===== src/rtl/seg7_scan_driver.sv =====
// Four-digit multiplexed seven-segment driver (active-low segments and anodes).
// Each slot begins with a dead-time. Digit updates take effect only on a frame boundary.
module seg7_scan_driver #(
    parameter int DIV     = 100_000,
    parameter int DivBits = 17,
    parameter int BLANK   = 1_000
) (
    input  logic        Clk,
    input  logic        Clr,
    input  logic [15:0] Digits,
    input  logic [3:0]  Dp,
    input  logic        Load,
    input  logic        Lzb,
    input  logic        En,
    output logic [6:0]  Seg,
    output logic        DpOut,
    output logic [3:0]  an,
    output logic [1:0]  Slot
);

    typedef enum logic [0:0] {
        PH_BLANK = 1'b0,
        PH_SHOW  = 1'b1
    } phase_t;

    localparam logic [DivBits-1:0] CntLast   = DivBits'(DIV - 1);
    localparam logic [DivBits-1:0] BlankLast = DivBits'(BLANK - 1);

    function automatic logic [6:0] bcd_decode(input logic [3:0] d);
        logic [6:0] seg;
        case (d)
            4'd0:    seg = 7'b1000000;
            4'd1:    seg = 7'b1111001;
            4'd2:    seg = 7'b0100100;
            4'd3:    seg = 7'b0110000;
            4'd4:    seg = 7'b0011001;
            4'd5:    seg = 7'b0010010;
            4'd6:    seg = 7'b0000010;
            4'd7:    seg = 7'b1111000;
            4'd8:    seg = 7'b0000000;
            4'd9:    seg = 7'b0010000;
            default: seg = 7'b0111111;
        endcase
        return seg;
    endfunction

    logic [DivBits-1:0] cnt_r;
    logic [1:0]         slot_r;
    phase_t             phase_r;
    logic [15:0]        pending_r;
    logic [3:0]         pend_dp_r;
    logic               pflag_r;
    logic [15:0]        active_r;
    logic [3:0]         act_dp_r;
    logic [6:0]         seg_r;
    logic               dp_r;
    logic [3:0]         an_r;
    logic [1:0]         slot_out_r;

    logic [3:0] blank_s;
    logic       zero_run_s;
    logic [3:0] cur_digit_s;
    logic       cur_dp_s;
    logic       show_s;
    logic       frame_end_s;

    // Leading-zero blanking: a zero run from the leftmost digit hides digits unless their point is lit.
    always_comb begin
        zero_run_s = 1'b1;
        blank_s    = 4'b0000;
        for (int k = 3; k >= 1; k--) begin
            zero_run_s = zero_run_s & (active_r[4*k +: 4] == 4'd0);
            blank_s[k] = Lzb & zero_run_s & ~act_dp_r[k];
        end
    end

    // Select the digit for the slot currently being driven.
    always_comb begin
        cur_digit_s = 4'd0;
        cur_dp_s    = 1'b0;
        case (slot_r)
            2'd0:    begin cur_digit_s = active_r[3:0];   cur_dp_s = act_dp_r[0]; end
            2'd1:    begin cur_digit_s = active_r[7:4];   cur_dp_s = act_dp_r[1]; end
            2'd2:    begin cur_digit_s = active_r[11:8];  cur_dp_s = act_dp_r[2]; end
            2'd3:    begin cur_digit_s = active_r[15:12]; cur_dp_s = act_dp_r[3]; end
            default: begin cur_digit_s = 4'd0;            cur_dp_s = 1'b0;        end
        endcase
    end

    assign show_s      = (phase_r == PH_SHOW) & En & ~blank_s[slot_r];
    assign frame_end_s = (cnt_r == CntLast) & (slot_r == 2'd3);

    // Slot timing, blank/show phase FSM and registered bus outputs (one cycle behind cnt/slot).
    always_ff @(posedge Clk or posedge Clr) begin
        if (Clr) begin
            cnt_r      <= '0;
            slot_r     <= 2'd0;
            phase_r    <= PH_BLANK;
            an_r       <= 4'b1111;
            seg_r      <= 7'b1111111;
            dp_r       <= 1'b1;
            slot_out_r <= 2'd0;
        end else begin
            if (cnt_r == CntLast) begin
                cnt_r  <= '0;
                slot_r <= slot_r + 2'd1;
            end else begin
                cnt_r  <= cnt_r + DivBits'(1);
                slot_r <= slot_r;
            end

            case (phase_r)
                PH_BLANK: begin
                    if (cnt_r == BlankLast) phase_r <= PH_SHOW;
                    else                    phase_r <= PH_BLANK;
                end
                PH_SHOW: begin
                    if (cnt_r == CntLast) phase_r <= PH_BLANK;
                    else                  phase_r <= PH_SHOW;
                end
                default: phase_r <= PH_BLANK;
            endcase

            slot_out_r <= slot_r;
            if (show_s) begin
                an_r  <= ~(4'b0001 << slot_r);
                seg_r <= bcd_decode(cur_digit_s);
                dp_r  <= ~cur_dp_s;
            end else begin
                an_r  <= 4'b1111;
                seg_r <= 7'b1111111;
                dp_r  <= 1'b1;
            end
        end
    end

    // Double-buffered digit data; a Load on the boundary edge bypasses the pending stage.
    always_ff @(posedge Clk or posedge Clr) begin
        if (Clr) begin
            pending_r <= 16'h0000;
            pend_dp_r <= 4'b0000;
            pflag_r   <= 1'b0;
            active_r  <= 16'h0000;
            act_dp_r  <= 4'b0000;
        end else begin
            if (frame_end_s && Load) begin
                active_r  <= Digits;
                act_dp_r  <= Dp;
                pending_r <= Digits;
                pend_dp_r <= Dp;
                pflag_r   <= 1'b0;
            end else if (frame_end_s && pflag_r) begin
                active_r <= pending_r;
                act_dp_r <= pend_dp_r;
                pflag_r  <= 1'b0;
            end else if (Load) begin
                pending_r <= Digits;
                pend_dp_r <= Dp;
                pflag_r   <= 1'b1;
            end else begin
                pflag_r <= pflag_r;
            end
        end
    end

    assign Seg   = seg_r;
    assign DpOut = dp_r;
    assign an    = an_r;
    assign Slot  = slot_out_r;

endmodule


===== config.mk =====
export PLATFORM = sky130hd
export DESIGN_NAME = seg7_scan_driver
export DESIGN_NICKNAME = d
export VERILOG_FILES = /design/src/rtl/seg7_scan_driver.sv
export SDC_FILE = /design/constraint.sdc
export NUM_CORES = 1
export LEC_CHECK = 0
export BUFFER_PORTS_ARGS = -buffer_cell sky130_fd_sc_hd__buf_2
export CORE_MARGIN = 2
export CORE_UTILIZATION = 58
export DETAILED_ROUTE_END_ITERATION = 12
export PLACE_DENSITY_LB_ADDON = 0.05
export SYNTH_ARGS = -nofsm -noshare
export SYNTH_HDL_FRONTEND = slang
export SYNTH_SLANG_ARGS = --single-unit

===== constraint.sdc =====
create_clock -name Clk -period 3.1 [get_ports Clk]
set_input_delay 0.62 -clock Clk [delete_from_list [all_inputs] [get_ports Clk]]
set_output_delay 0.62 -clock Clk [all_outputs]
set_load 0.03 [all_outputs]

==> metrics.txt, run 1 <==
period utilisation layout=0.752; R2R setup slack=between 700 and 800 ps; Clock Skew=9.38 ps; CP endpoint kind=flip-flop; unrepaired setup endpoints after global routing=no; Yosys cell types=40; max-slew violation count=0; Chip Width=approximately 84 microns; #FFs+latches synth=75; Power Dens Cells=roughly 450 nW/um^2; Routability Congestion=0.791; Layout Utilization=0.658; wire length on met3=around 280 microns; port buffer count=38; CTS Hold Bufs=0; Resized cells post-CTS=0; Via density=~5.6; DR WL/cell=around 15 microns; syn_nets=approximately 360; Reg2Reg Depth=7; post-synthesis sequential area ratio=0.513; syn_area_per_cell=11.2 sq um; min cycle time layout=2330 ps; die height=between 80 and 90 microns; dpl hpwl=approximately 4600 microns; post-place setup slack=roughly 790 ps; slowest CP cell=dfrtp_1; Required @ worst endpoint=about 3400 ps; WP data arrival=between 2000 and 3000 ps; DR iter-0 viols=about 110; worst setup margin=between 700 and 800 ps; Worst-path clk slew=around 80 ps; CP delay by family, top=compound AO/OA/AOI/OAI gates; largest net degree at the start of global routing=51; Startpoint Class=flip-flop; placed insts=approximately 430; max incr delay on CP=~450 ps; clk sinks=between 70 and 80; Syn Std Cell Area=around 3700 sq um; setup violators final=0; die area=7020 sq um; Starting Density=0.591; status=complete, no violations; cell taking the most area after synthesis=dfrtp_1; DRC viols=0; CTS tree=done; io pins=39; Routed WL=between 6000 and 7000 microns; crit path cell chain=inv_1 -> ha_1 -> a222oi_1 -> mux2i_1 -> or2_2 -> o311a_1 -> nand2_1; Routed Antenna Nets=0; post-synth top area share=0.427; Fin. Hold Viols=0; total negative slack=0 ps; final net count=roughly 400; buffers and inverters on the worst path=1; Slew @ Worst Pin=975 ps; total number of vias=between 2000 and 3000; Post-CTS Setup Bufs=0; Mapped Cells=330; Leakage=1.86 nW; Inserted Clock Buffers=9; Rows=29; grt total ovfl=0; vias in the first global route=between 2000 and 2500; diode count=0; first-pass GRT wire length=~12000 microns; Max-Cap Viols=0; Top Metal Used=met4; Root Driver=clkbuf_8; Ys Warns=0; DRT Pass-1 Iters=4; Final Non-Filler Cells=447; ratio of cells with drive above 1 in the final layout=0.257; worst min path class=in -> async; Max Freq=around 430 MHz; power after layout=between 0.0015 and 0.002 W; clock latency on the worst-skew pair=about 330 ps; critical path type=reg -> reg; initial antenna violation count=0; RR Startpoint=slot_r[0]$_DFFE_PP0N_; Slew headroom=0.350; H-tree levels=3; met1 WL=~3400 microns; routed length on met2=2880 microns; CORE AREA=6240 sq um; synth top area cells=dfrtp_1, dfstp_2, mux2_2; RR Endpoint=Seg[3]$_DFF_PP1_; Area Growth Syn to Fin=11.2%; Max clock buf depth=2; all-layer global routing usage=0.210; Max VDD drop=roughly 0.00027 V; Max FO, Critical Path=8
## cell usage after synthesis, drive strengths merged
master  instances
o311ai          1
a222oi          5
a31oi          15
buf             7
a21oi           1
nand4           5
ha              9
a32oi           1
or2             1
o22ai           1
nand4b          1
nor3            5
and3b          16
clkbuf         10
inv            13
and4            1
nor3b          14
nand2          38
nor4            6
xor2            7
nor4b           1
o31ai           1
dfstp          12
nor2           20
o311a           1
or4             1
o21ai           8
nand3           8
mux2           26
nand2b          1
and2            2
xnor2           8
dfrtp          63
mux2i          18
o21a            1
o211ai          2
## through the flow
stage | instance area, sq um | hold WS (ps)
after floorplan | 3690 | 445
after global routing | 4100 | 475
after global placement | 3920 | 470
final | 4100 | 414
after detailed placement | 3920 | 480
after CTS | 4100 | 444
## how the worst max path moves through the flow
stage               slack [ps]  depth (start not counted)                  start           endpoint
finish                     770                          7  slot_r[0]$_DFFE_PP0N_   Seg[3]$_DFF_PP1_
global route               610                          6  slot_r[1]$_DFFE_PP0N_   Seg[2]$_DFF_PP1_
CTS                        770                          7  slot_r[0]$_DFFE_PP0N_   Seg[3]$_DFF_PP1_
detailed placement         790                          7  slot_r[0]$_DFFE_PP0N_   Seg[3]$_DFF_PP1_
global placement           800                          7  slot_r[0]$_DFFE_PP0N_   Seg[3]$_DFF_PP1_
floorplan                  590                          1                    Clr  Slot[0]$_DFF_PP0_
## routing by layer
layer | global-route usage | up-vias
met1 | 0.321 | 1212
met5 | 0 | -
met4 | 0.0616 | 0
met3 | 0.0534 | 5
met2 | 0.297 | 53
li1 | - | 1244
## placed cells by master, fill, tap and decap left out, types with 2 or more instances in the layout
master    instances
mux2_2           21
nor2_1           20
o211ai_1          2
nand2_1          38
clkbuf_8         10
and3b_1          16
a222oi_1          5
nand4_1           5
o21ai_0           7
inv_1            12
mux2i_1          18
a31oi_1          15
nor3_1            5
ha_1              9
nor3b_1          14
dfstp_2          12
buf_2            38
xor2_1            7
clkbuf_1          4
buf_4             2
and2_1            2
nand3_1           8
dfrtp_1          63
mux2_4            5
nor4_1            6
xnor2_1           8
## state kept, by name (all words and copies together) (netlist names)
register and flops:
an 4, phase_r 1, cnt_r 17, pend_dp_r 4
Slot 2, active_r 16, DpOut 1, pflag_r 1
Seg 7, act_dp_r 4, pending_r 16, slot_r 2
## power breakdown
group,switching (W),total (W),leakage (nW),internal (W)
registers,0.0000117,0.00102,0.930,0.00101
logic,0.0000726,0.000132,0.837,0.0000596
clock network,0.000329,0.000692,0.0929,0.000362
total,0.000414,0.00184,1.86,0.00143
## cell families after synthesis
logic type	count (synthesis)	share of synthesized area
simple gates	120	0.179
flops	75	0.513
mux	44	0.133
compound gates	37	0.0716
buf+inv	30	0.0376
xor+xnor	15	0.0356
fa+ha+maj	9	0.0305
## final cells by class
type	instances	area, sq um
fill	511	2140
sequential	75	1890
multi-input combinational	225	1660
timing repair buffer	41	225
clock buffer	15	178
tap	77	96.3
inverter	13	48.8
clock inverter	1	5.00
Power figures use the tool's default switching activity.
==> run 2: changes to the inputs <==
==> constraint.sdc (replaced) <==
create_clock -name Clk -period 2.25 [get_ports Clk]
set_input_delay 0.45 -clock Clk [delete_from_list [all_inputs] [get_ports Clk]]
set_output_delay 0.45 -clock Clk [all_outputs]
set_load 0.03 [all_outputs]
==> metrics.txt, run 2 (same netlist as run 1, synthesis figures left out) <==
status=complete, no violations; clk sinks=75 (unchanged); Root Driver=clkbuf_8; ratio of cells with drive above 1 in the final layout=0.297 (+0.0403); Most flops, register=cnt_r; critical path type=reg -> reg; Required @ worst endpoint=2520 ps (-850 ps); DR WL/cell=15.4 microns (+4.1%); final net count=406 (+1.8%); all-layer global routing usage=0.227 (+0.0167); worst min path class=in -> async; period utilisation layout=0.939 (+0.187); Routability Congestion=0.869 (+9.8%); Largest register FFs=17 (unchanged); first-pass GRT wire length=12700 microns (+7.7%); Slew headroom=0.591 (+0.241); DRT Pass-1 Iters=5 (+1); die height=83.8 microns (unchanged); Rows=29 (unchanged); Via density=5.67 (+0.73%); max-slew violation count=0 (unchanged); M1 GR Usage=0.337 (+0.0163); Clock Skew=7.52 ps (-1.86 ps); dpl hpwl=4810 microns (+5.0%); WP data arrival=2380 ps (-230 ps); slowest CP cell=dfrtp_2; Hold WS=209 ps (-205 ps); post-place setup slack=73.5 ps (-712 ps); top flop regs=cnt_r x17, active_r x16, pending_r x16; Layout Utilization=0.675 (+0.0174); Area Growth Syn to Fin=14.2%; Chip Width=83.8 microns (unchanged); clock latency on the worst-skew pair=340 ps (about the same); Slew @ Worst Pin=614 ps (-362 ps); most frequent cells in the layout=dfrtp_1, nand2_1, buf_2, mux2_2, nor2_1; Routed WL=6990 microns (+5.8%); H-tree levels=3 (unchanged); vias in the first global route=2599 (+8.8%); port buffer count=38 (unchanged); crit path cell chain=inv_1 -> ha_1 -> mux2i_2 -> buf_4 -> inv_1 -> ha_1 -> inv_1 -> o21ai_0 -> nand2_1; met3 Track Usage GR=0.0544 (+0.000989); diode count=0 (unchanged); Max VDD drop=0.000464 V (+74%); min cycle time layout=2110 ps (-220 ps); CORE AREA=6240 sq um (unchanged); total number of vias=2572 (+2.3%); Worst-path clk slew=80 ps (about the same); Max-Cap Viols=0 (unchanged); Max clock buf depth=2 (unchanged); Max FO, Critical Path=7 (-1); worst setup margin=138 ps (-630 ps); fillers=488 (-4.5%); Max Freq=473 MHz (+10%); Register Area=1890 sq um (+0.13%); Inserted Clock Buffers=9 (unchanged); Multi-input gate area=1680 sq um (+1.1%); GR peak layer=met1; Leakage=1.88 nW (+1.1%); Routed Antenna Nets=0 (unchanged); initial antenna violation count=0 (unchanged); max incr delay on CP=450 ps (about the same); largest net degree at the start of global routing=76 (+49%); Starting Density=0.591 (unchanged); setup violators final=0 (unchanged); commonest non-fill, non-tap cell in the layout=dfrtp_1; CTS tree=done; DRC viols=0 (unchanged); die area=7020 sq um (unchanged); grt met2 use=0.329 (+0.0313); Fin. Hold Viols=0 (unchanged); total negative slack=0 ps (unchanged); Most common cell on crit path=inv_1; CP endpoint kind=flip-flop; Startpoint Class=flip-flop; Power Dens Cells=611 nW/um^2 (+36%); io pins=39 (unchanged); unrepaired setup endpoints after global routing=no; DR iter-0 viols=90 (-16%); grt total ovfl=0 (unchanged)
-- run 2: repair_timing --
item / 4_1_cts / 5_1_grt
hold buffers: 0 / 0
buffers inserted: 0 / 1
setup endpoints to repair: 0 / 6
resized for setup: 0 / 9
-- run 2: layout make-up --
| type | instances | share of cell area |
|---|---|---|
| Timing Repair Buffer | 48 | 0.0719 |
| Sequential cell | 75 | 0.450 |
| Multi-Input combinational cell | 225 | 0.398 |
| Inverter | 13 | 0.0125 |
| Clock inverter | 4 | 0.00564 |
| Clock buffer | 12 | 0.0392 |
| Tap cell | 77 | 0.0229 |
-- run 2: worst max-delay path: cells and delay by family, from the launching register on --
kind                     cells  cell delay, ps
AO/OA/AOI/OAI                1             150
adder cells (fa/ha/maj)      2             630
buffers and inverters        4             380
flip-flops                   1             450
multiplexers                 1             370
AND/OR/NAND/NOR              1              70
-- run 2: per-layer routing --
metal	vias up	part of all wire
li1	1265	-
met1	1254	0.49
met2	44	0.47
met3	9	0.031
met4	0	0.013
met5	-	0
-- run 2: worst paths after layout --
check / from / cells past startpoint / end / slack, ps
max: slot_r[0]$_DFFE_PP0N_ / 9 / Seg[3]$_DFF_PP1_ / 140
min: Clr / 3 / active_r[12]$_DFFE_PP0N_ / 210
max reg2reg: slot_r[0]$_DFFE_PP0N_ / 9 / Seg[3]$_DFF_PP1_ / 140
min reg2reg: slot_r[0]$_DFFE_PP0N_ / 0 / Slot[0]$_DFF_PP0_ / 470
max in group asynchronous: Clr / 3 / an[0]$_DFF_PP1_ / 1710
min in group Clk: Digits[15] / 3 / active_r[15]$_DFFE_PP0N_ / 350
-- run 2: where the power goes --
part,internal (W),leakage [nW],switching [W]
combinational,0.0000934,0.863,0.000105
sequential,0.00139,0.926,0.0000174
clock,0.000485,0.0921,0.000482
total,0.00197,1.88,0.000604
-- run 2: through the flow --
step	cell area [sq um]	total power, W	cells
5_1_grt	4210	0.00270	454
2_1_floorplan	3690	0.00156	330
6_report	4210	0.00257	454
4_1_cts	4180	0.00259	453
3_5_place_dp	4000	0.00163	437
3_3_place_gp	4000	0.00162	437
